**src/rtl/wb_fetch_pkg.sv**
```systemverilog
// Shared types and default parameters for the weight/bias fetch stage.
// The optional last-address cache is controlled by the WB_FETCH_CACHE_EN macro.
package wb_fetch_pkg;

    localparam int          WB_ADDR_W    = 16;
    localparam int          WB_DATA_W    = 16;
    localparam logic [15:0] WB_BIAS_BASE = 16'h8000;
    localparam int          WB_NUM_CH    = 2;

    typedef enum logic {
        WB_WEIGHT = 1'b0,
        WB_BIAS   = 1'b1
    } wb_chan_e;

    typedef struct packed {
        logic                 v;
        logic [WB_ADDR_W-1:0] addr;
    } wb_req_t;

endpackage

```
**src/rtl/wb_fetch_chan.sv**
```systemverilog
// One request channel: a one-deep pending slot (latest strobe wins) and,
// when WB_FETCH_CACHE_EN is defined, a single-entry last-address cache.
module wb_fetch_chan
    import wb_fetch_pkg::*;
#(
    parameter int ADDR_W = WB_ADDR_W,
    parameter int DATA_W = WB_DATA_W
) (
    input  logic              clk,
    input  logic              rst,
    input  logic              strobe,
    input  logic [ADDR_W-1:0] addr,
    input  logic              issue,
    input  logic              in_flight,
    input  logic              cache_clr,
    input  logic              cap_en,
    input  logic [ADDR_W-1:0] cap_addr,
    input  logic [DATA_W-1:0] cap_data,
    output wb_req_t           pend,
    output logic              hit,
    output logic [DATA_W-1:0] hit_data
);

    logic load;

`ifdef WB_FETCH_CACHE_EN
    logic              c_v;
    logic [ADDR_W-1:0] c_addr;
    logic [DATA_W-1:0] c_data;

    // A hit is only honoured when the channel is idle so returns stay in order.
    assign hit      = strobe & c_v & (addr == c_addr) & ~pend.v & ~in_flight & ~cache_clr;
    assign hit_data = c_data;

    always_ff @(posedge clk or posedge rst) begin
        if (rst) begin
            c_v    <= 1'b0;
            c_addr <= '0;
            c_data <= '0;
        end else if (cache_clr) begin
            c_v <= 1'b0;
        end else if (cap_en) begin
            c_v    <= 1'b1;
            c_addr <= cap_addr;
            c_data <= cap_data;
        end
    end
`else
    logic unused_cache;
    assign unused_cache = ^{in_flight, cache_clr, cap_en, cap_addr, cap_data};
    assign hit          = 1'b0;
    assign hit_data     = '0;
`endif

    assign load = strobe & ~hit;

    // A new strobe overrides a same-cycle issue: the issue already took the old address.
    always_ff @(posedge clk or posedge rst) begin
        if (rst) begin
            pend <= '0;
        end else if (load) begin
            pend.v    <= 1'b1;
            pend.addr <= addr;
        end else if (issue) begin
            pend.v <= 1'b0;
        end
    end

endmodule

```
**src/rtl/weight_bias_fetch.sv**
```systemverilog
// Serialises weight and bias read requests onto one single-port SRAM and
// returns registered data per channel. Optional cache: WB_FETCH_CACHE_EN.
module weight_bias_fetch
    import wb_fetch_pkg::*;
#(
    parameter int              ADDR_W    = WB_ADDR_W,
    parameter int              DATA_W    = WB_DATA_W,
    parameter logic [ADDR_W-1:0] BIAS_BASE = WB_BIAS_BASE
) (
    input  logic              clk,
    input  logic              rst,
    input  logic              read_weight_signal_data,
    input  logic [ADDR_W-1:0] read_weight_addr_data,
    input  logic              read_bias_signal_data,
    input  logic [ADDR_W-1:0] read_bias_addr_data,
    input  logic              cache_clr,
    output logic              mem_cs,
    output logic [ADDR_W-1:0] mem_addr,
    input  logic [DATA_W-1:0] mem_rdata,
    output logic [DATA_W-1:0] weight_data,
    output logic              weight_valid,
    output logic [DATA_W-1:0] bias_data,
    output logic              bias_valid,
    output logic              busy
);

    logic [WB_NUM_CH-1:0]             strobe, grant, hit, cap_en;
    logic [WB_NUM_CH-1:0][ADDR_W-1:0] req_addr;
    logic [WB_NUM_CH-1:0][DATA_W-1:0] hit_data;
    wb_req_t                          pend [WB_NUM_CH];

    logic              tag_v;
    wb_chan_e          tag_ch;
    logic [ADDR_W-1:0] tag_addr;
    logic [ADDR_W-1:0] mem_addr_q;
    logic [ADDR_W-1:0] issue_addr;
    logic [ADDR_W-1:0] issue_req_addr;

    assign strobe   = {read_bias_signal_data, read_weight_signal_data};
    assign req_addr = {read_bias_addr_data, read_weight_addr_data};

    assign cap_en[0] = tag_v & (tag_ch == WB_WEIGHT);
    assign cap_en[1] = tag_v & (tag_ch == WB_BIAS);

    for (genvar i = 0; i < WB_NUM_CH; i++) begin : g_ch
        wb_fetch_chan #(
            .ADDR_W (ADDR_W),
            .DATA_W (DATA_W)
        ) u_chan (
            .clk       (clk),
            .rst       (rst),
            .strobe    (strobe[i]),
            .addr      (req_addr[i]),
            .issue     (grant[i]),
            .in_flight (cap_en[i]),
            .cache_clr (cache_clr),
            .cap_en    (cap_en[i]),
            .cap_addr  (tag_addr),
            .cap_data  (mem_rdata),
            .pend      (pend[i]),
            .hit       (hit[i]),
            .hit_data  (hit_data[i])
        );
    end

    // Weight always wins the port; bias goes only when no weight is waiting.
    assign grant[0] = pend[0].v;
    assign grant[1] = ~pend[0].v & pend[1].v;
    assign mem_cs   = |grant;

    assign issue_req_addr = grant[0] ? pend[0].addr : pend[1].addr;
    assign issue_addr     = grant[0] ? pend[0].addr : pend[1].addr + BIAS_BASE;
    assign mem_addr       = mem_cs ? issue_addr : mem_addr_q;

    assign busy = pend[0].v | pend[1].v | tag_v;

    always_ff @(posedge clk or posedge rst) begin
        if (rst) begin
            mem_addr_q <= '0;
            tag_v      <= 1'b0;
            tag_ch     <= WB_WEIGHT;
            tag_addr   <= '0;
        end else begin
            mem_addr_q <= mem_addr;
            tag_v      <= mem_cs;
            if (mem_cs) begin
                tag_ch   <= grant[1] ? WB_BIAS : WB_WEIGHT;
                tag_addr <= issue_req_addr;
            end
        end
    end

    // A hit and a capture never coincide on one channel: hits require it idle.
    always_ff @(posedge clk or posedge rst) begin
        if (rst) begin
            weight_data  <= '0;
            weight_valid <= 1'b0;
            bias_data    <= '0;
            bias_valid   <= 1'b0;
        end else begin
            weight_valid <= cap_en[0] | hit[0];
            bias_valid   <= cap_en[1] | hit[1];
            if (cap_en[0])
                weight_data <= mem_rdata;
            else if (hit[0])
                weight_data <= hit_data[0];
            if (cap_en[1])
                bias_data <= mem_rdata;
            else if (hit[1])
                bias_data <= hit_data[1];
        end
    end

endmodule

```
**config.mk**
```make
export PLATFORM = sky130hd
export DESIGN_NAME = weight_bias_fetch
export DESIGN_NICKNAME = d
export VERILOG_FILES = /design/src/rtl/wb_fetch_pkg.sv /design/src/rtl/wb_fetch_chan.sv /design/src/rtl/weight_bias_fetch.sv
export SDC_FILE = /design/constraint.sdc
export NUM_CORES = 1
export LEC_CHECK = 0
export CORE_ASPECT_RATIO = 2
export CORE_MARGIN = 4
export CORE_UTILIZATION = 52
export CTS_BUF_LIST = sky130_fd_sc_hd__clkbuf_4
export DETAILED_ROUTE_END_ITERATION = 10
export PLACE_DENSITY = 0.95
export SLEW_MARGIN = 40
export SYNTH_ARGS = -nofsm -noshare
export SYNTH_HDL_FRONTEND = slang
export SYNTH_SLANG_ARGS = --single-unit
```
**constraint.sdc**
```tcl
create_clock -name clk -period 6.2 [get_ports clk]
set_input_delay 1.55 -clock clk [delete_from_list [all_inputs] [get_ports clk]]
set_output_delay 1.55 -clock clk [all_outputs]
set_load 0.005 [all_outputs]
```
==> results.cfg <==
[finish]
syn_to_final_growth_pct = 36.5
nFillCells = 430
final_nets = 377
layout_common_cells = clkdlybuf4s50_1, dfrtp_1, mux2_2
layout_commonest_cell = clkdlybuf4s50_1
drive_above_1_share_pct = 25.8
fin_util_pct = 72.5
design_area_um2 = 4570

[timing]
tns_ps = 0
hold_violations = 0
max_slew.worst_pin.slew_ps = 802
slew_headroom_pct = 46.4
min_period_ps = 3770
finalMaxSlewViolations = 0
setup_ws_ps = 2430
fmax_mhz = 266
setup_violations = 0
timing.hold.ws_ps = 514
finClkSkew_ps = 14.2
rsz0062_at_grt = false
min_period_over_period_pct = 60.7

[routing]
drc = 0
wirelength_mm = 7.09
drt-wirelength-per-cell_um = 17.0
num_vias = 2096
antenna_left = 0
dr.first_iter.drc_count = 97
drt_first_pass_iters = 4
vias_per_cell = 5.04

[placement]
finalWeightedCongestion = 0.748
io_buffers = 103
placed_cell_area_um2 = 4420
post-place-ws_ps = 2890
place_hpwl_mm = 5.22

[setup_path]
reg2regPathDepth = 2
critical_path.cell_chain = mux2i_1, o21ai_0, clkdlybuf4s50_1
crit_fanout = 21
slowest_delay_ps = 740
arrival_ps = 2220
critical_path_class = reg2out
startpoint_type = flop
regToRegSetupSlack_ps = 4810
required_ps = 4650
r2r-end = weight_data[7]$_DFFE_PP0P_
worst_path_max_delay_cell = dfrtp_2
regToRegStartpoint = tag_ch$_DFFE_PP0N_
end_kind = primary output

[cts]
clk-insertion-delay-late_ps = 420
cts_resized = 0
postCtsHoldBufs = 0
clk_path_buf_depth = 2
htreeDepth = 3
cts_made_buffers = 9
cts.sinks = 86
cts_tree = yes
postCtsSetupRepairBufs = 0
clockRootBuffer = clkbuf_4
cts.clk_slew.worst_paths_ps = 120

[min_path]
hold_end = bias_data[0]$_DFFE_PP0P_
hold_path_class = reg2reg
hold_depth = 1
hp-start = bias_data[0]$_DFFE_PP0P_

[logic_synthesis]
synth_area_per_cell_um2 = 15.1
syn_inst = 222
synth_top_cell_by_area = dfrtp_1
syn_area_um2 = 3350
synth_top_cell_area_share_pct = 64.3
seq_area_frac_synth_pct = 64.3
yosysWarnings = 0
syn_nets = 275
synthTopCellsByArea = dfrtp_1, mux2_2, mux2i_1
synth_seq_cells = 86
synth_cell_types = 19

[run_status]
status = finished clean

[pwr]
peakVddDrop_mv = 0.214
power.density_nw_per_um2 = 276
p_leak_uw = 0.00199

[die]
dieArea_um2 = 7870
fp.coreArea_um2 = 6310
die_w_um = 64.8
start_util_pct = 53.1
io_pins = 105
num_rows = 41
die_h_um = 122

[run]
cap_violations = 0

[global_routing]
grt_max_degree = 87
track_usage_pct = 19.7
grt_pass1_wl_mm = 11.4
first_global_vias = 2367
grt_overflow = 0
antenna_found_initial = 1
## worst max-delay path: cells and delay by family (launching register included)
family	cells	cell delay (ps)
AO/OA/AOI/OAI	1	290
buffers and inverters	1	590
flip-flops	1	740
multiplexers	1	170
## report_power, final
group	leakage (uW)	internal, uW	switching [uW]
logic	0.000906	173	83.6
clock network	0.0000829	164	173
registers	0.00101	630	38.3
## worst max path at each step
stage / start / end / slack [ps] / depth (start not counted)
final: g_ch[1].u_chan.pend[16]$_DFFE_PP0P_ / mem_addr[12] / 2430 / 3
after global routing: g_ch[1].u_chan.pend[16]$_DFFE_PP0P_ / mem_addr[5] / 2300 / 3
after global placement: g_ch[1].u_chan.pend[16]$_DFFE_PP0P_ / mem_addr[14] / 2610 / 3
after floorplan: rst / bias_data[0]$_DFFE_PP0P_ / 2430 / 1
after CTS: g_ch[1].u_chan.pend[16]$_DFFE_PP0P_ / mem_addr[12] / 2400 / 3
after detailed placement: g_ch[1].u_chan.pend[16]$_DFFE_PP0P_ / mem_addr[12] / 2890 / 3
## synth_stat cells
cell,number
nor2_1,2
buf_6,1
buf_12,1
o31a_1,1
mux2_4,9
or2_2,1
dfrtp_1,86
nand2_1,15
nand2b_1,2
mux2i_1,15
o21ai_0,15
mux2_2,55
a21o_1,1
clkbuf_1,3
nor2b_1,2
nand2_2,1
inv_1,3
or3_1,1
buf_2,8
## cell families after synthesis
group                  after synthesis  share of synthesized area [%]
muxes                               79                           27.0
buffers and inverters               16                           2.80
and+or+nand+nor                     24                           3.21
AOI/OAI and AO/OA                   17                           2.73
DFF                                 86                           64.3
## final cells by class
type | count | area (um^2) | area share, %
Sequential cell | 86 | 2150 | 47.1
Multi-Input combinational cell | 120 | 1110 | 24.2
Timing Repair Buffer | 104 | 1040 | 22.7
Tap cell | 86 | 108 | 2.35
Clock inverter | 6 | 76.3 | 1.67
Clock buffer | 10 | 75.1 | 1.64
Inverter | 3 | 12.5 | 0.274
Antenna cell | 1 | 2.50 | 0.0547
## stage by stage
step | std cells | total power (uW)
floorplan | 222 | 784
global placement | 399 | 926
detailed placement | 399 | 940
CTS | 415 | 1280
global route | 416 | 1330
finish | 416 | 1260
## layer usage
layer | GRT usage, % | wire length, um | vias to the layer above
met1 | 20.1 | 2470 | 1033
met4 | 11.9 | 250 | 0
li1 | - | - | 973
met2 | 35.3 | 4030 | 70
met5 | 0 | 0 | -
met3 | 4.54 | 334 | 20
## registers in the layout, indices dropped and copies added (netlist names)
name	count
g_ch.u_chan.pend	34
bias_data	16
mem_addr_q	16
weight_data	16
bias_valid	1
tag_ch	1
tag_v	1
weight_valid	1
Power figures use the tool's default switching activity.
